File: config.mk
export PLATFORM = sky130hd
export DESIGN_NAME = effects_chain_flat
export DESIGN_NICKNAME = d
export VERILOG_FILES = /design/src/rtl/effects_chain_if.sv /design/src/rtl/effects_chain.sv /design/src/flat_wrapper.sv
export SDC_FILE = /design/constraint.sdc
export NUM_CORES = 1
export LEC_CHECK = 0
export BUFFER_PORTS_ARGS = -buffer_cell sky130_fd_sc_hd__clkbuf_2
export CAP_MARGIN = 10
export CORE_ASPECT_RATIO = 2
export CORE_MARGIN = 4
export CORE_UTILIZATION = 40
export DETAILED_ROUTE_END_ITERATION = 10
export MAX_ROUTING_LAYER = met4
export SYNTH_ARGS = -nofsm -noshare
export SYNTH_HDL_FRONTEND = slang
export SYNTH_SLANG_ARGS = --single-unit
File: constraint.sdc
create_clock -name clk -period 6.95 [get_ports clk]
set_clock_uncertainty 0.15 [all_clocks]
set_input_delay 0.695 -clock clk [delete_from_list [all_inputs] [get_ports clk]]
set_output_delay 0.695 -clock clk [all_outputs]
set_load 0.1 [all_outputs]
File: src/rtl/effects_chain_if.sv
// Sample and control bundle carried between the ADC front-end, effects_chain and
// the output serializer. The master modport drives samples and controls in.
interface effects_chain_if #(
   parameter int unsigned SAMPLE_W = 16,
   parameter int unsigned GAIN_W   = 11
);
   logic                       valid_in;
   logic signed [SAMPLE_W-1:0] sample_in;
   logic [GAIN_W-1:0]          gain_target;
   logic                       drive_en;
   logic [7:0]                 volume;
   logic                       bypass;
   logic                       valid_out;
   logic signed [SAMPLE_W-1:0] sample_out;
   logic [GAIN_W-1:0]          gain_cur;
   logic                       ramp_busy;

   modport master (
      output valid_in, sample_in, gain_target, drive_en, volume, bypass,
      input  valid_out, sample_out, gain_cur, ramp_busy
   );

   modport slave (
      input  valid_in, sample_in, gain_target, drive_en, volume, bypass,
      output valid_out, sample_out, gain_cur, ramp_busy
   );
endinterface

File: src/rtl/effects_chain.sv
// Three-stage guitar effects chain: capture, ramped gain with hard-clip overdrive,
// then output volume with saturation. Bypass returns the captured sample unchanged.
module effects_chain #(
   parameter int unsigned SAMPLE_W   = 16,
   parameter int unsigned GAIN_W     = 11,
   parameter int unsigned GAIN_FRAC  = 4,
   parameter int unsigned LEVEL_BITS = 12,
   parameter int unsigned RAMP_STEP  = 1
) (
   input logic            clk,
   input logic            rst,
   effects_chain_if.slave bus
);
   localparam int unsigned ProdW = SAMPLE_W + GAIN_W + 1;
   localparam int unsigned VolW  = SAMPLE_W + 9;

   localparam logic signed [ProdW-1:0] ClipPos = ProdW'((64'd1 << LEVEL_BITS) - 64'd1);
   localparam logic signed [ProdW-1:0] ClipNeg = -ClipPos;
   localparam logic signed [VolW-1:0]  SatPos  = VolW'((64'd1 << (SAMPLE_W - 1)) - 64'd1);
   localparam logic signed [VolW-1:0]  SatNeg  = ~SatPos;
   localparam logic [GAIN_W-1:0]       Step    = GAIN_W'(RAMP_STEP);

   typedef enum logic [1:0] {StIdle, StUp, StDown} ramp_state_e;

   ramp_state_e                state_q, state_d;
   logic [GAIN_W-1:0]          gain_q, gain_d, gain_diff;

   logic                       s1_valid_q, s1_drive_q, s1_bypass_q;
   logic signed [SAMPLE_W-1:0] s1_sample_q;
   logic [7:0]                 s1_volume_q;

   logic                       s2_valid_q, s2_bypass_q;
   logic signed [SAMPLE_W-1:0] s2_sample_q, s2_raw_q;
   logic [7:0]                 s2_volume_q;

   logic                       out_valid_q;
   logic signed [SAMPLE_W-1:0] out_sample_q;

   logic signed [ProdW-1:0]    drv_prod, drv_shift;
   logic signed [VolW-1:0]     vol_prod, vol_shift;
   logic signed [SAMPLE_W-1:0] s2_d, s3_d;

   // Direction is re-derived on every accepted sample so retargets never overshoot.
   always_comb begin
      state_d   = state_q;
      gain_d    = gain_q;
      gain_diff = '0;
      if (bus.valid_in) begin
         if (bus.gain_target > gain_q) begin
            gain_diff = bus.gain_target - gain_q;
            gain_d    = (gain_diff > Step) ? gain_q + Step : bus.gain_target;
            state_d   = (gain_diff > Step) ? StUp : StIdle;
         end else if (bus.gain_target < gain_q) begin
            gain_diff = gain_q - bus.gain_target;
            gain_d    = (gain_diff > Step) ? gain_q - Step : bus.gain_target;
            state_d   = (gain_diff > Step) ? StDown : StIdle;
         end else begin
            state_d = StIdle;
         end
      end
   end

   // gain_q here already carries the step taken on the edge that captured s1.
   always_comb begin
      drv_prod  = $signed({{(GAIN_W + 1){s1_sample_q[SAMPLE_W-1]}}, s1_sample_q})
                * $signed({{(SAMPLE_W + 1){1'b0}}, gain_q});
      drv_shift = drv_prod >>> GAIN_FRAC;
      s2_d      = s1_sample_q;
      if (s1_drive_q) begin
         if (drv_shift > ClipPos) begin
            s2_d = ClipPos[SAMPLE_W-1:0];
         end else if (drv_shift < ClipNeg) begin
            s2_d = ClipNeg[SAMPLE_W-1:0];
         end else begin
            s2_d = drv_shift[SAMPLE_W-1:0];
         end
      end
   end

   always_comb begin
      vol_prod  = $signed({{9{s2_sample_q[SAMPLE_W-1]}}, s2_sample_q})
                * $signed({{(SAMPLE_W + 1){1'b0}}, s2_volume_q});
      vol_shift = vol_prod >>> 7;
      if (s2_bypass_q) begin
         s3_d = s2_raw_q;
      end else if (vol_shift > SatPos) begin
         s3_d = SatPos[SAMPLE_W-1:0];
      end else if (vol_shift < SatNeg) begin
         s3_d = SatNeg[SAMPLE_W-1:0];
      end else begin
         s3_d = vol_shift[SAMPLE_W-1:0];
      end
   end

   always_ff @(posedge clk) begin
      if (rst) begin
         state_q      <= StIdle;
         gain_q       <= '0;
         s1_valid_q   <= 1'b0;
         s1_sample_q  <= '0;
         s1_drive_q   <= 1'b0;
         s1_volume_q  <= '0;
         s1_bypass_q  <= 1'b0;
         s2_valid_q   <= 1'b0;
         s2_sample_q  <= '0;
         s2_raw_q     <= '0;
         s2_volume_q  <= '0;
         s2_bypass_q  <= 1'b0;
         out_valid_q  <= 1'b0;
         out_sample_q <= '0;
      end else begin
         state_q    <= state_d;
         gain_q     <= gain_d;
         s1_valid_q <= bus.valid_in;
         if (bus.valid_in) begin
            s1_sample_q <= bus.sample_in;
            s1_drive_q  <= bus.drive_en;
            s1_volume_q <= bus.volume;
            s1_bypass_q <= bus.bypass;
         end
         s2_valid_q  <= s1_valid_q;
         s2_sample_q <= s2_d;
         s2_raw_q    <= s1_sample_q;
         s2_volume_q <= s1_volume_q;
         s2_bypass_q <= s1_bypass_q;
         out_valid_q <= s2_valid_q;
         if (s2_valid_q) begin
            out_sample_q <= s3_d;
         end
      end
   end

   assign bus.valid_out  = out_valid_q;
   assign bus.sample_out = out_sample_q;
   assign bus.gain_cur   = gain_q;
   assign bus.ramp_busy  = (state_q != StIdle) || (gain_q != bus.gain_target);
endmodule
File: src/flat_wrapper.sv
// flat-port wrapper written by rule: the top's interface ports become plain ports
module effects_chain_flat 
#(
   parameter int unsigned SAMPLE_W   = 16,
   parameter int unsigned GAIN_W     = 11,
   parameter int unsigned GAIN_FRAC  = 4,
   parameter int unsigned LEVEL_BITS = 12,
   parameter int unsigned RAMP_STEP  = 1
)
  (clk, rst, bus_valid_in, bus_sample_in, bus_gain_target, bus_drive_en, bus_volume, bus_bypass, bus_valid_out, bus_sample_out, bus_gain_cur, bus_ramp_busy);
  effects_chain_if #(.SAMPLE_W(SAMPLE_W), .GAIN_W(GAIN_W)) bus_i ();
  input logic clk;
  input logic rst;
  input wire logic [$bits(bus_i.valid_in)-1:0] bus_valid_in;
  input wire logic [$bits(bus_i.sample_in)-1:0] bus_sample_in;
  input wire logic [$bits(bus_i.gain_target)-1:0] bus_gain_target;
  input wire logic [$bits(bus_i.drive_en)-1:0] bus_drive_en;
  input wire logic [$bits(bus_i.volume)-1:0] bus_volume;
  input wire logic [$bits(bus_i.bypass)-1:0] bus_bypass;
  output wire logic [$bits(bus_i.valid_out)-1:0] bus_valid_out;
  output wire logic [$bits(bus_i.sample_out)-1:0] bus_sample_out;
  output wire logic [$bits(bus_i.gain_cur)-1:0] bus_gain_cur;
  output wire logic [$bits(bus_i.ramp_busy)-1:0] bus_ramp_busy;
  assign bus_i.valid_in = bus_valid_in;
  assign bus_i.sample_in = bus_sample_in;
  assign bus_i.gain_target = bus_gain_target;
  assign bus_i.drive_en = bus_drive_en;
  assign bus_i.volume = bus_volume;
  assign bus_i.bypass = bus_bypass;
  assign bus_valid_out = bus_i.valid_out;
  assign bus_sample_out = bus_i.sample_out;
  assign bus_gain_cur = bus_i.gain_cur;
  assign bus_ramp_busy = bus_i.ramp_busy;
  effects_chain #(.SAMPLE_W(SAMPLE_W), .GAIN_W(GAIN_W), .GAIN_FRAC(GAIN_FRAC), .LEVEL_BITS(LEVEL_BITS), .RAMP_STEP(RAMP_STEP)) u_core (.clk(clk), .rst(rst), .bus(bus_i));
endmodule
* Yosys cells after proc, flatten, opt, wreduce, memory -nomap -nowiden *
Cells that the tools add are included.

cells by class
  $mul = 2
  magnitude comparators = 8
  add/subtract/negate cells = 4
  reduce and logical (&&, ||, !) cells = 4
  muxes and demuxes = 14
  eq/ne operators = 1

operators by type and width
  cell                   number
  $mux 16                6
  $mux 11                4
  $mul 16x12->28         1
  $mul 16x9->25          1
  $gt 24x13->1 const B   1
  $lt 24x13->1 const B   1
  $gt 11x1->1 const B    2
  $sub 11x11->11         2
  $gt 18x16->1 const B   1
  $lt 18x16->1 const B   1
  $add 11x1->11 const B  1
  $gt 11x11->1           1
  $lt 11x11->1           1
  $ne 11x11->1           1
  $sub 11x1->11 const B  1
  $mux 2                 3
  $reduce_bool 2->1      2
  $reduce_and 2->1       1
  $logic_or 1x1->1       1
  $mux 1                 1

word-level totals
  bits in registers = 99
  output and inout port bits = 29
  input bits = 40

* Longest topological paths before layout *
  depth in word-level cells = 5
  depth in mapped cells = 27

* Worst setup path before layout *
No wires, ideal clock.

  kind = flip-flop to flip-flop
  start point = register u_core.gain_q[7], in the netlist u_core.bus.gain_cur[7]
  end point = register u_core.s2_sample_q[2]
  data arrival time = 7372 ps
  buffers on the path = 5
  setup slack = -711 ps
  cell stages (with the launch flop) = 26
  library setup time = 139 ps
  clock period less this slack = 7661 ps
  path through = dfxtp_1 -> clkbuf_1 -> clkbuf_1 -> clkbuf_1 -> nand2_1 -> fa_1 -> inv_1 -> fa_1 -> fa_1 -> fa_1 -> inv_1 -> fa_1 -> inv_1 -> ha_1 -> buf_2 -> a21o_1 -> a31o_1 -> a311oi_2 -> o31ai_2 -> a311o_1 -> a21oi_2 -> xnor2_1 -> or4b_4 -> o31ai_4 -> buf_6 -> a211oi_2

on the way
  cells in the longest elaborated chain, start to end = 5

RTL lines
  what                      line                  source
  start: declaration        effects_chain.sv:26   logic [GAIN_W-1:0] gain_q, gain_d, gain_diff;
  start signal: assignment  effects_chain.sv:113  gain_q <= gain_d;
  $mul 16x12->28 *          effects_chain.sv:66   * $signed({{(SAMPLE_W + 1){1'b0}}, gain_q});
  $lt 24x13->1              effects_chain.sv:72   end else if (drv_shift < ClipNeg) begin
  $mux 16                   effects_chain.sv:72
  $mux 16 *                 effects_chain.sv:70   if (drv_shift > ClipPos) begin
  $mux 16 *                 effects_chain.sv:69   if (s1_drive_q) begin
  end signal: assignment    effects_chain.sv:105  s2_sample_q <= '0;
  end signal: assignment    effects_chain.sv:122  s2_sample_q <= s2_d;
  end: declaration          effects_chain.sv:33   logic signed [SAMPLE_W-1:0] s2_sample_q, s2_raw_q;

Mark *: on every way between the ends. The rest lies on a longest branch, timed or not.
A chain may end at the register's enable or synchronous reset.

* Worst setup path in the final report *
  start point = register u_core.gain_q[8], in the netlist u_core.bus.gain_cur[8]
  end point = register u_core.s2_sample_q[0]

Same word-level chain as after synthesis.

==> flow_metrics.tcl <==
set metrics [dict create \
    cp.arrival_ps 6830 \
    timing.critical_path.slowest_stage_cell "or4b_4" \
    max_slew_margin_pct 23.84 \
    setup.worst_path.start "u_core.bus.gain_cur[8]" \
    avgSynthCellArea_sq_um 8.460 \
    report.final.slew_viol_count 0 \
    globalRouteTotalUtil_pct 23.59 \
    post_synth_num_cell_types 77 \
    critical_path.reg2reg.startpoint "u_core.bus.gain_cur[8]" \
    die_w_um 151.2 \
    critical-path-top-cell-by-count "fa_1" \
    design.core.area_sq_um 40340 \
    tritoncts "built" \
    worst_hold_path.num_cells 1 \
    tightest_slew_ps 1138 \
    cts_root_buffer "clkbuf_16" \
    grt_antenna_before_repair 3 \
    post_drt_via_cell_ratio 5.264 \
    fmaxAchievable_mhz 149.0 \
    crit_type "flop to flop" \
    cts-hold-fix-buffers 0 \
    power.leakage_nw 9.241 \
    initialDrtViolationCount 629 \
    cts_max_path_buffers 2 \
    cts.reportedPaths.clkPinSlew_ps 90 \
    detail_route.wl_per_cell_um 19.31 \
    grt_pass1_vias 14410 \
    worst_path_max_stage_delay_ps 580 \
    async_reset_ff_share_pct 0 \
    final_common_cell "inv_1" \
    layout.cells.most_common_list "391 x inv_1, 264 x fa_1, 234 x nand2_1" \
    ys_seq_elements 99 \
    port-buffer-count 68 \
    effective_utilization_at_floorplan_pct 40.66 \
    largest_driver_fanout_on_the_critical_path 12 \
    startpoint_type "flop" \
    die_h_um 294.4 \
    final_net_count 2429 \
    pin_count_of_the_biggest_net_entering_global_routing 45 \
    power-per-cell-area_nw_per_um2 121.0 \
    netlist_area_sq_um 16400 \
    synth-edff-count 0 \
    clk_latency_ps 400 \
    worst-r2r-cell-count 22 \
    ys_dominant_reg_cell "dfxtp_1" \
    place_hpwl_um 40880 \
    ir_worst_vdd_v 0.00009597 \
    area_growth_pct 9.901 \
    wirelength_um 48980 \
    setup-violations-final 0 \
    synthesized_netlist_net_count 2371 \
    synth_sequential_area_ratio_pct 12.08 \
    hold_violations 0 \
    critPathBufInv 5 \
    drt_pre_antenna_iters 5 \
    run_status "complete, no violations" \
    htree_levels 3 \
    timing.max_cap.violations 0 \
    ports 69 \
    design.die.area_sq_um 44510 \
    critPathRequiredTime_ps 7060 \
    grt-ovfl-total 0 \
    detail-route-antenna-nets 0 \
    post-route-drc-count 0 \
    timing.hold.worst.class "flop to flop" \
    synth_cells 1939 \
    grt_setup_unrepaired "no" \
    post_route_cells_drive_above_1_share_pct 10.14 \
    dp.cells 2503 \
    fin_setup_tns_ps 0 \
    endpoint_kind "flop" \
    final.min_clock_period_ps 6713 \
    worst-path-stages 22 \
    timing.critical_path.cells "and2_1, fa_1, inv_1, fa_1, inv_1, fa_1, fa_1, inv_1, fa_1, inv_1, ha_1, a21o_1, a31o_1, a311oi_4, o31ai_4, a311o_1, a21oi_2, xnor2_1, or4b_4, o31ai_4, buf_12, a311oi_1" \
    timing.hold.worst.start "u_core.bus.sample_out[10]" \
    grt_pass1_wl_um 77530 \
    detailroute.via_count 13350 \
    rows 104 \
    clock_sink_count 99 \
    hold_worst_slack_ps 304.2 \
    cts_made_buffers 9 \
    synth_warnings 0 \
    critical-path-top-delay-family "adder cells" \
    finish.cell_count_without_fillers 2536 \
    final_min_period_over_clock_period_pct 96.59 \
    gpl.final_weighted_congestion 0.9850 \
]
## sequential cells by signal, summed over array words and instances (netlist names)
| signal | flops |
|---|---|
| u_core.s1_bypass_q | 1 |
| u_core.bus.sample_out | 16 |
| u_core.s2_volume_q | 8 |
| u_core.s2_raw_q | 16 |
| u_core.s2_valid_q | 1 |
| u_core.bus.gain_cur | 11 |
| u_core.state_q | 2 |
| u_core.bus.valid_out | 1 |
| u_core.s1_volume_q | 8 |
| u_core.s1_drive_q | 1 |
| u_core.s2_bypass_q | 1 |
| u_core.s2_sample_q | 16 |
| u_core.s1_sample_q | 16 |
| u_core.s1_valid_q | 1 |
## what timing repair did
item | in CTS | in global routing
buffers inserted | 0 | 12
gates resized for setup | 0 | 22
setup endpoints to repair | 0 | 12
## cell usage after synthesis (all sizes together), types with 17 or more instances
master  instances  area share, %
xor2           21            1.1
inv           391            8.9
fa            264             32
a21o           39            1.8
nand2         234            5.4
nor2b          37            1.4
a211oi         17           0.93
ha            128            9.8
mux2i          32            2.0
clkbuf         73            1.7
and2          129            4.9
a21oi          60            1.9
nand3          27           0.82
xnor2          41            2.2
o21ai          62            2.0
nor2           89            2.0
nor3           21           0.64
dfxtp          99             12
## cell families (layout without fill, tap and decap cells)
group	after synthesis	in the layout	share of synthesized area (%)
AOI/OAI and AO/OA	279	280	11.82
xor gates and xnor gates	62	62	3.310
adders and majority gates	392	392	41.98
buffers and inverters	479	541	11.08
DFF	99	99	12.08
muxes	34	34	2.090
other	0	4	0
and+or+nand+nor	594	594	17.64
## area by class of cell
cell class              count  area, sq um
flip-flops and latches     99         2023
inverters                 391         1468
clock buffers               9        225.2
repair buffers            134        883.3
well taps                 530        663.1
diodes                      4        10.01
clock inverters             7        92.59
multi-input cells        1362        12660
fillers                  4063        22310
## where the power goes
group          leakage (nW)  internal (mW)  total [mW]  switching, mW
Clock                 0.156          0.290       0.578          0.288
Combinational          8.27          0.343       0.937          0.593
Sequential            0.820          0.600       0.666         0.0657
Total                  9.24           1.23        2.18          0.947
## worst paths after layout
| path | endpoint | slack, ps |
|---|---|---|
| hold reg to reg | u_core.bus.sample_out[10] | 300 |
| setup reg to reg | u_core.s2_sample_q[0] | 240 |
| setup / recovery | u_core.s2_sample_q[0] | 240 |
| hold / removal | u_core.bus.sample_out[10] | 300 |
## stage by stage
step                utilization, %  power [mW]  instance area (sq um)  worst slack (ps)
global placement             43.42       1.579                  17520             112.2
global route                 44.68       2.331                  18020             3.886
finish                       44.69       2.181                  18030             236.8
detailed placement           43.42       1.592                  17520             63.64
floorplan                        -       1.312                  16450             9.651
CTS                          44.21       2.185                  17830             33.34
## routing by layer
metal  vias to the layer above  routed length (um)  GRT usage (%)
met5                         -                   0              -
met4                         0                4539          17.76
met3                       138                1188          2.231
met2                       294               26870          43.02
met1                      6721               16380          22.23
li1                       6197                   -              -
(Power assumes the default switching activity.)
